<file path="config.mk">
export PLATFORM = sky130hd
export DESIGN_NAME = sort_seq_flat
export DESIGN_NICKNAME = d
export VERILOG_FILES = /design/src/rtl/sort_seq_pkg.sv /design/src/rtl/sort_seq_if.sv /design/src/rtl/sort_seq_mag_cmp.sv /design/src/rtl/sort_seq.sv /design/src/flat_wrapper.sv
export SDC_FILE = /design/constraint.sdc
export NUM_CORES = 1
export LEC_CHECK = 0
export CORE_MARGIN = 4
export CORE_UTILIZATION = 25
export CTS_CLUSTER_DIAMETER = 40
export DETAILED_ROUTE_END_ITERATION = 10
export GPL_TIMING_DRIVEN = 0
export SYNTH_ARGS = -nofsm -noshare
export SYNTH_HDL_FRONTEND = slang
export SYNTH_SLANG_ARGS = --single-unit
</file>
<file path="constraint.sdc">
create_clock -name clk -period 3.9 [get_ports clk]
set_clock_uncertainty 0.2 [all_clocks]
set_input_delay 0.78 -clock clk [delete_from_list [all_inputs] [get_ports clk]]
set_output_delay 0.78 -clock clk [all_outputs]
set_load 0.005 [all_outputs]
</file>
<file path="src/rtl/sort_seq_pkg.sv">
// Shared types and constants for the sequential bubble sorter.
package sort_seq_pkg;

  typedef enum logic [1:0] {
    ST_IDLE = 2'd0,
    ST_SORT = 2'd1,
    ST_DONE = 2'd2
  } state_t;

  localparam int DEF_WIDTH = 4;

  // Ceiling log2; clog2(1) = 0.
  function automatic int clog2(input int v);
    int r;
    r = 0;
    for (int x = v - 1; x > 0; x = x >> 1) r++;
    return r;
  endfunction

endpackage

</file>
<file path="src/rtl/sort_seq_if.sv">
// Start/busy/done handshake and word buses of the sorter.
interface sort_seq_if
  import sort_seq_pkg::*;
#(
  parameter int WIDTH = DEF_WIDTH,
  parameter int N     = 4
) ();

  localparam int CNT_W = clog2(N * (N - 1) / 2 + 1);

  logic                 start;
  logic                 ascending;
  logic [N*WIDTH-1:0]   din;
  logic                 busy;
  logic                 done;
  logic [N*WIDTH-1:0]   dout;
  logic [CNT_W-1:0]     swap_cnt;

  modport master (output start, ascending, din, input busy, done, dout, swap_cnt);
  modport slave  (input start, ascending, din, output busy, done, dout, swap_cnt);

endinterface

</file>
<file path="src/rtl/sort_seq_mag_cmp.sv">
// Unsigned magnitude comparator; exactly one of g/e/l is high.
module mag_cmp #(
  parameter int WIDTH = 4
) (
  input  logic [WIDTH-1:0] a,
  input  logic [WIDTH-1:0] b,
  output logic             g,
  output logic             e,
  output logic             l
);

  assign g = (a > b);
  assign e = (a == b);
  assign l = (a < b);

endmodule

</file>
<file path="src/rtl/sort_seq.sv">
// Sequential stable bubble sort of N words, one compare-and-swap per cycle through
// a single shared comparator; start/busy/done handshake, exits early on a clean pass.
module sort_seq
  import sort_seq_pkg::*;
#(
  parameter int WIDTH = DEF_WIDTH,
  parameter int N     = 4
) (
  input  logic     clk,
  input  logic     rst,
  sort_seq_if.slave bus
);

  localparam int IW    = clog2(N);
  localparam int PW    = clog2(N);
  localparam int CNT_W = clog2(N * (N - 1) / 2 + 1);
  localparam logic [IW-1:0] LAST_IDX  = IW'(N - 2);
  localparam logic [PW-1:0] LAST_PASS = PW'(N - 2);

  state_t               state_q, state_d;
  logic [WIDTH-1:0]     w_q [N];
  logic [WIDTH-1:0]     w_d [N];
  logic [IW-1:0]        idx_q, idx_d;
  logic [PW-1:0]        pass_q, pass_d;
  logic                 swapped_q, swapped_d;
  logic                 asc_q, asc_d;
  logic [CNT_W-1:0]     cnt_q, cnt_d;
  logic [N*WIDTH-1:0]   dout_q, dout_d;
  logic [CNT_W-1:0]     swap_cnt_q, swap_cnt_d;

  logic [IW-1:0]        idx_p1;
  logic [WIDTH-1:0]     cmp_a, cmp_b;
  logic                 cmp_g, cmp_e, cmp_l;
  logic                 do_swap;
  logic                 end_sort;
  logic [N*WIDTH-1:0]   w_flat;

  assign idx_p1 = idx_q + IW'(1);
  assign cmp_a  = w_q[idx_q];
  assign cmp_b  = w_q[idx_p1];

  mag_cmp #(.WIDTH(WIDTH)) u_cmp (
    .a (cmp_a),
    .b (cmp_b),
    .g (cmp_g),
    .e (cmp_e),
    .l (cmp_l)
  );

  // Strict inequality only, so equal words keep their order.
  assign do_swap  = asc_q ? cmp_g : cmp_l;
  assign end_sort = (idx_q == LAST_IDX) &&
                    (!(swapped_q || do_swap) || (pass_q == LAST_PASS));

  always_comb begin
    w_flat = '0;
    for (int k = 0; k < N; k++) w_flat[k*WIDTH +: WIDTH] = w_q[k];
  end

  // State register and datapath flops
  always_ff @(posedge clk) begin
    if (rst) begin
      state_q    <= ST_IDLE;
      for (int k = 0; k < N; k++) w_q[k] <= '0;
      idx_q      <= '0;
      pass_q     <= '0;
      swapped_q  <= 1'b0;
      asc_q      <= 1'b0;
      cnt_q      <= '0;
      dout_q     <= '0;
      swap_cnt_q <= '0;
    end else begin
      state_q    <= state_d;
      for (int k = 0; k < N; k++) w_q[k] <= w_d[k];
      idx_q      <= idx_d;
      pass_q     <= pass_d;
      swapped_q  <= swapped_d;
      asc_q      <= asc_d;
      cnt_q      <= cnt_d;
      dout_q     <= dout_d;
      swap_cnt_q <= swap_cnt_d;
    end
  end

  // Next state
  always_comb begin
    state_d = state_q;
    case (state_q)
      ST_IDLE: if (bus.start) state_d = ST_SORT;
      ST_SORT: if (end_sort)  state_d = ST_DONE;
      ST_DONE: state_d = ST_IDLE;
      default: state_d = ST_IDLE;
    endcase
  end

  // Datapath next values
  always_comb begin
    for (int k = 0; k < N; k++) w_d[k] = w_q[k];
    idx_d      = idx_q;
    pass_d     = pass_q;
    swapped_d  = swapped_q;
    asc_d      = asc_q;
    cnt_d      = cnt_q;
    dout_d     = dout_q;
    swap_cnt_d = swap_cnt_q;
    case (state_q)
      ST_IDLE: begin
        if (bus.start) begin
          for (int k = 0; k < N; k++) w_d[k] = bus.din[k*WIDTH +: WIDTH];
          asc_d     = bus.ascending;
          idx_d     = '0;
          pass_d    = '0;
          swapped_d = 1'b0;
          cnt_d     = '0;
        end
      end
      ST_SORT: begin
        if (do_swap) begin
          w_d[idx_q]  = cmp_b;
          w_d[idx_p1] = cmp_a;
          swapped_d   = 1'b1;
          cnt_d       = cnt_q + CNT_W'(1);
        end
        if (idx_q != LAST_IDX) begin
          idx_d = idx_p1;
        end else if (!end_sort) begin
          idx_d     = '0;
          pass_d    = pass_q + PW'(1);
          swapped_d = 1'b0;
        end
      end
      ST_DONE: begin
        dout_d     = w_flat;
        swap_cnt_d = cnt_q;
      end
      default: ;
    endcase
  end

  // Outputs; the DONE cycle shows the fresh result before it lands in the hold regs
  always_comb begin
    bus.busy     = (state_q != ST_IDLE);
    bus.done     = (state_q == ST_DONE);
    bus.dout     = (state_q == ST_DONE) ? w_flat : dout_q;
    bus.swap_cnt = (state_q == ST_DONE) ? cnt_q  : swap_cnt_q;
  end

endmodule
</file>
<file path="src/flat_wrapper.sv">
// flat-port wrapper written by rule: the top's interface ports become plain ports
module sort_seq_flat import sort_seq_pkg::*;
#(
  parameter int WIDTH = DEF_WIDTH,
  parameter int N     = 4
)
  (clk, rst, bus_start, bus_ascending, bus_din, bus_busy, bus_done, bus_dout, bus_swap_cnt);
  sort_seq_if #(.WIDTH(WIDTH), .N(N)) bus_i ();
  input  logic clk;
  input  logic rst;
  input wire logic [$bits(bus_i.start)-1:0] bus_start;
  input wire logic [$bits(bus_i.ascending)-1:0] bus_ascending;
  input wire logic [$bits(bus_i.din)-1:0] bus_din;
  output wire logic [$bits(bus_i.busy)-1:0] bus_busy;
  output wire logic [$bits(bus_i.done)-1:0] bus_done;
  output wire logic [$bits(bus_i.dout)-1:0] bus_dout;
  output wire logic [$bits(bus_i.swap_cnt)-1:0] bus_swap_cnt;
  assign bus_i.start = bus_start;
  assign bus_i.ascending = bus_ascending;
  assign bus_i.din = bus_din;
  assign bus_busy = bus_i.busy;
  assign bus_done = bus_i.done;
  assign bus_dout = bus_i.dout;
  assign bus_swap_cnt = bus_i.swap_cnt;
  sort_seq #(.WIDTH(WIDTH), .N(N)) u_core (.clk(clk), .rst(rst), .bus(bus_i));
endmodule
</file>
==> out/metrics.yaml <==
synthesis:
  ys_warn_count: 0
  synthMuxAreaShare_pct: 9.73
  netlist.area_leader.share_pct: 38.3
  synth-simple-area-share_pct: 15.6
  synthXorXnorAreaFrac_pct: 0.349
  yosysUniqueCellTypes: 37
  synth_top_family_by_area: "compound AO/OA/AOI/OAI gates"
  syn-num-nets: 310
  synth_edf_count: 0
  synth_top_cell_by_area: "dfxtp_1"
  synth_compound_area_share_pct: 23.3
  async_flop_share_pct: 0
  syn_inst: 277
  yosysSeqAreaShare_pct: 38.3
  syn_area_sq_mm: 0.00251
  ys_seq_elements: 48
  yosysMostFrequentCell: "dfxtp_1"
  synth_area_leaders: "dfxtp_1 38%, mux4_2 7.2%, ha_1 6.5%, nor2b_1 6.5%, a221o_1 6.4%"
  syn_avg_cell_area_sq_um: 9.05
  ys_top_cells_by_count: "48 x dfxtp_1, 28 x o21ai_0, 27 x nand2_1"
  synthAdderAreaFrac_pct: 6.49
  synth_ff_type: "dfxtp_1"
power:
  peakVddDrop_mv: 0.129
  p_per_area_mw_per_mm2: 371
  finalPower_mw: 1.17
  power_leakage_nw: 1.15
worst_setup_path:
  r2r-start: "u_core.idx_q[0]"
  worstPathCellList: "inv_1 > ha_1 > mux4_2 > inv_1 > ha_1 > nor2b_1 > o21bai_1 > nand3b_1 > a21o_4 > a21oi_1 > o22ai_1"
  worstSetupPathDepth: 11
  cpPeakStageDelay_ns: 0.62
  worst-path-max-fanout: 10
  worstSetupPathType: "reg2reg"
  crit_buf_inv: 2
  worst_ep_required_time_ns: 3.88
  cp-start-kind: "register"
  crit_slowest_cell: "mux4_2"
  ff2ff_path_depth: 11
  path_delay_family: "compound AO/OA/AOI/OAI gates"
  reg2reg_to: "u_core.w_q[0][3]"
  cp_data_arrival_time_ns: 3.61
  crit_path_end_kind: "register"
  critPathLaunch: "u_core.idx_q[0]"
  rrSetupSlack_ns: 0.27
  endpoint: "u_core.w_q[0][3]"
clock_tree:
  clk_latency_ns: 0.31
  cts_buffers: 5
  htree_levels: 2
  cts-root-buf: "clkbuf_8"
  tritoncts: "yes"
  clock-sinks: 48
  clk_pin_slew_worst_paths_ns: 0.10
  clk_path_buf_depth: 2
sta:
  rsz0062_at_grt: "no"
  worst_slew_margin_rel_pct: 47.4
  fin_crit_ns: 3.63
  fmax_ghz: 0.276
  finalSetupViolations: 0
  hold_viol_final: 0
  slew_viol_final: 0
  finalCritPeriodShare_pct: 93.1
  worst_pin_slew_ns: 0.790
  finalSetupTns_ns: 0
layout:
  n_antenna_cell: 0
  drive_above_1_share_pct: 8.67
  multi_input_area_sq_mm: 0.00140
  register_area_sq_um: 962
  nFillCells: 1040
  syn2layout_area_growth_pct: 26.0
  nets: 356
die:
  rows: 36
  die_y_um: 108
  io_pins: 41
  die_w_um: 108
  coreArea_sq_mm: 0.00977
  die_area_sq_mm: 0.0117
  initial_utilization_pct: 25.7
global_route:
  grt_overflow: 0
  antenna_found_initial: 0
  grt_pass1_wl_um: 11300
  grt_max_degree: 15
  grt_usage_pct: 12.5
  grt_pass1_vias: 2186
route:
  routed_via_density: 4.93
  drc: 0
  routed_wl_um: 7090
  ant_nets: 0
  routed-via-count: 2249
  wire_per_inst_um: 15.6
  drtPass1Iterations: 5
  drtIter0Drc: 130
job:
  cap_violations: 0
placed_design:
  place_congestion: 0.914
  dpl.hpwl_um: 5420
  io_buffers: 39
outcome:
  status: "completed"
worst_hold_path:
  hp-class: "reg2reg"
worst min path at each step:
stage,from,to,slack [ns],depth (start not counted)
detailed placement,u_core.pass_q[0],u_core.pass_q[0],0.26,2
global placement,u_core.pass_q[1],u_core.pass_q[1],0.25,2
finish,u_core.pass_q[1],u_core.pass_q[1],0.27,2
global route,u_core.pass_q[1],u_core.pass_q[1],0.29,2
CTS,u_core.pass_q[1],u_core.pass_q[1],0.28,2
floorplan,u_core.pass_q[1],u_core.pass_q[1],0.24,2
power breakdown:
| group | leakage [nW] | internal (mW) | switching [mW] | total [mW] |
|---|---|---|---|---|
| sequential | 0.391 | 0.525 | 0.0355 | 0.560 |
| combinational | 0.709 | 0.127 | 0.174 | 0.302 |
| clock | 0.0473 | 0.142 | 0.170 | 0.312 |
| total | 1.15 | 0.794 | 0.379 | 1.17 |
registers in the layout, summed over array words and instances, names as in the netlist, named ones only:
name and cells:
u_core.idx_q 2, u_core.swap_cnt_q 3, u_core.state_q 2, u_core.swapped_q 1, u_core.w_q 16, u_core.asc_q 1
u_core.dout_q 16, u_core.cnt_q 3, u_core.pass_q 2
per-layer routing:
metal / track usage, % / wire, um / up-vias
li1: - / - / 1091
met4: 4.24 / 127 / 0
met2: 20.7 / 3390 / 81
met1: 16.2 / 3180 / 1066
met5: 0 / 0 / -
met3: 2.69 / 401 / 11
placed cells by master, fill, tap and decap left out, types with 2 or more instances in the layout:
cell and count:
nor2b_1 26, buf_1 2, a21o_4 2, a21oi_1 12, clkdlybuf4s50_1 39, dfxtp_1 47, nand3b_1 3, o21ai_1 4
clkbuf_8 6, nor2_1 6, nand3_1 2, nor4_1 4, mux4_2 8, a221o_1 16, nand2b_1 2, inv_1 25
o21ai_0 28, ha_1 13, clkbuf_1 10, o22ai_1 15, mux2_2 3, or2_2 2, nand2_1 27, mux2i_1 3
worst register-to-register path: stages (launching register included):
cell and delay [ns]:
dfxtp_2 0.47, inv_1 0.12, ha_1 0.46, mux4_2 0.62, inv_1 0.09, ha_1 0.23, nor2b_1 0.13, o21bai_1 0.18
nand3b_1 0.20, a21o_4 0.30, a21oi_1 0.36, o22ai_1 0.16
cell families (layout without fill, tap and decap cells):
group,after synthesis,count (layout)
and+or+nand+nor,75,75
DFF,48,48
xor gates and xnor gates,1,1
buffers and inverters,39,85
AOI/OAI and AO/OA,87,87
muxes,14,14
adders and majority gates,13,13
what timing repair did:
item                                    CTS  global route
resized for setup                         0             2
hold buffers                              0             0
buffers inserted                          0             0
endpoints found under the setup margin    0            17
area by class of cell:
type | instances | area share, %
Buffer | 14 | 1.94
Clock buffer | 6 | 2.61
Clock inverter | 1 | 0.277
Inverter | 25 | 2.97
Multi-Input combinational cell | 190 | 44.1
Sequential cell | 48 | 30.4
Tap cell | 133 | 5.27
Timing Repair Buffer | 39 | 12.4
through the flow:
stage | setup WS, ns | instance area, sq um | instances | hold WS [ns] | utilization [%]
2_1_floorplan | 0.630 | 2510 | 277 | 0.238 | -
3_3_place_gp | 0.160 | 3060 | 449 | 0.250 | 31.3
3_5_place_dp | 0.0779 | 3060 | 449 | 0.261 | 31.3
4_1_cts | 0.0740 | 3160 | 456 | 0.276 | 32.3
5_1_grt | 0.0245 | 3160 | 456 | 0.294 | 32.3
6_report | 0.270 | 3160 | 456 | 0.270 | 32.3
Note: power is estimated with default switching activity, not from simulation.
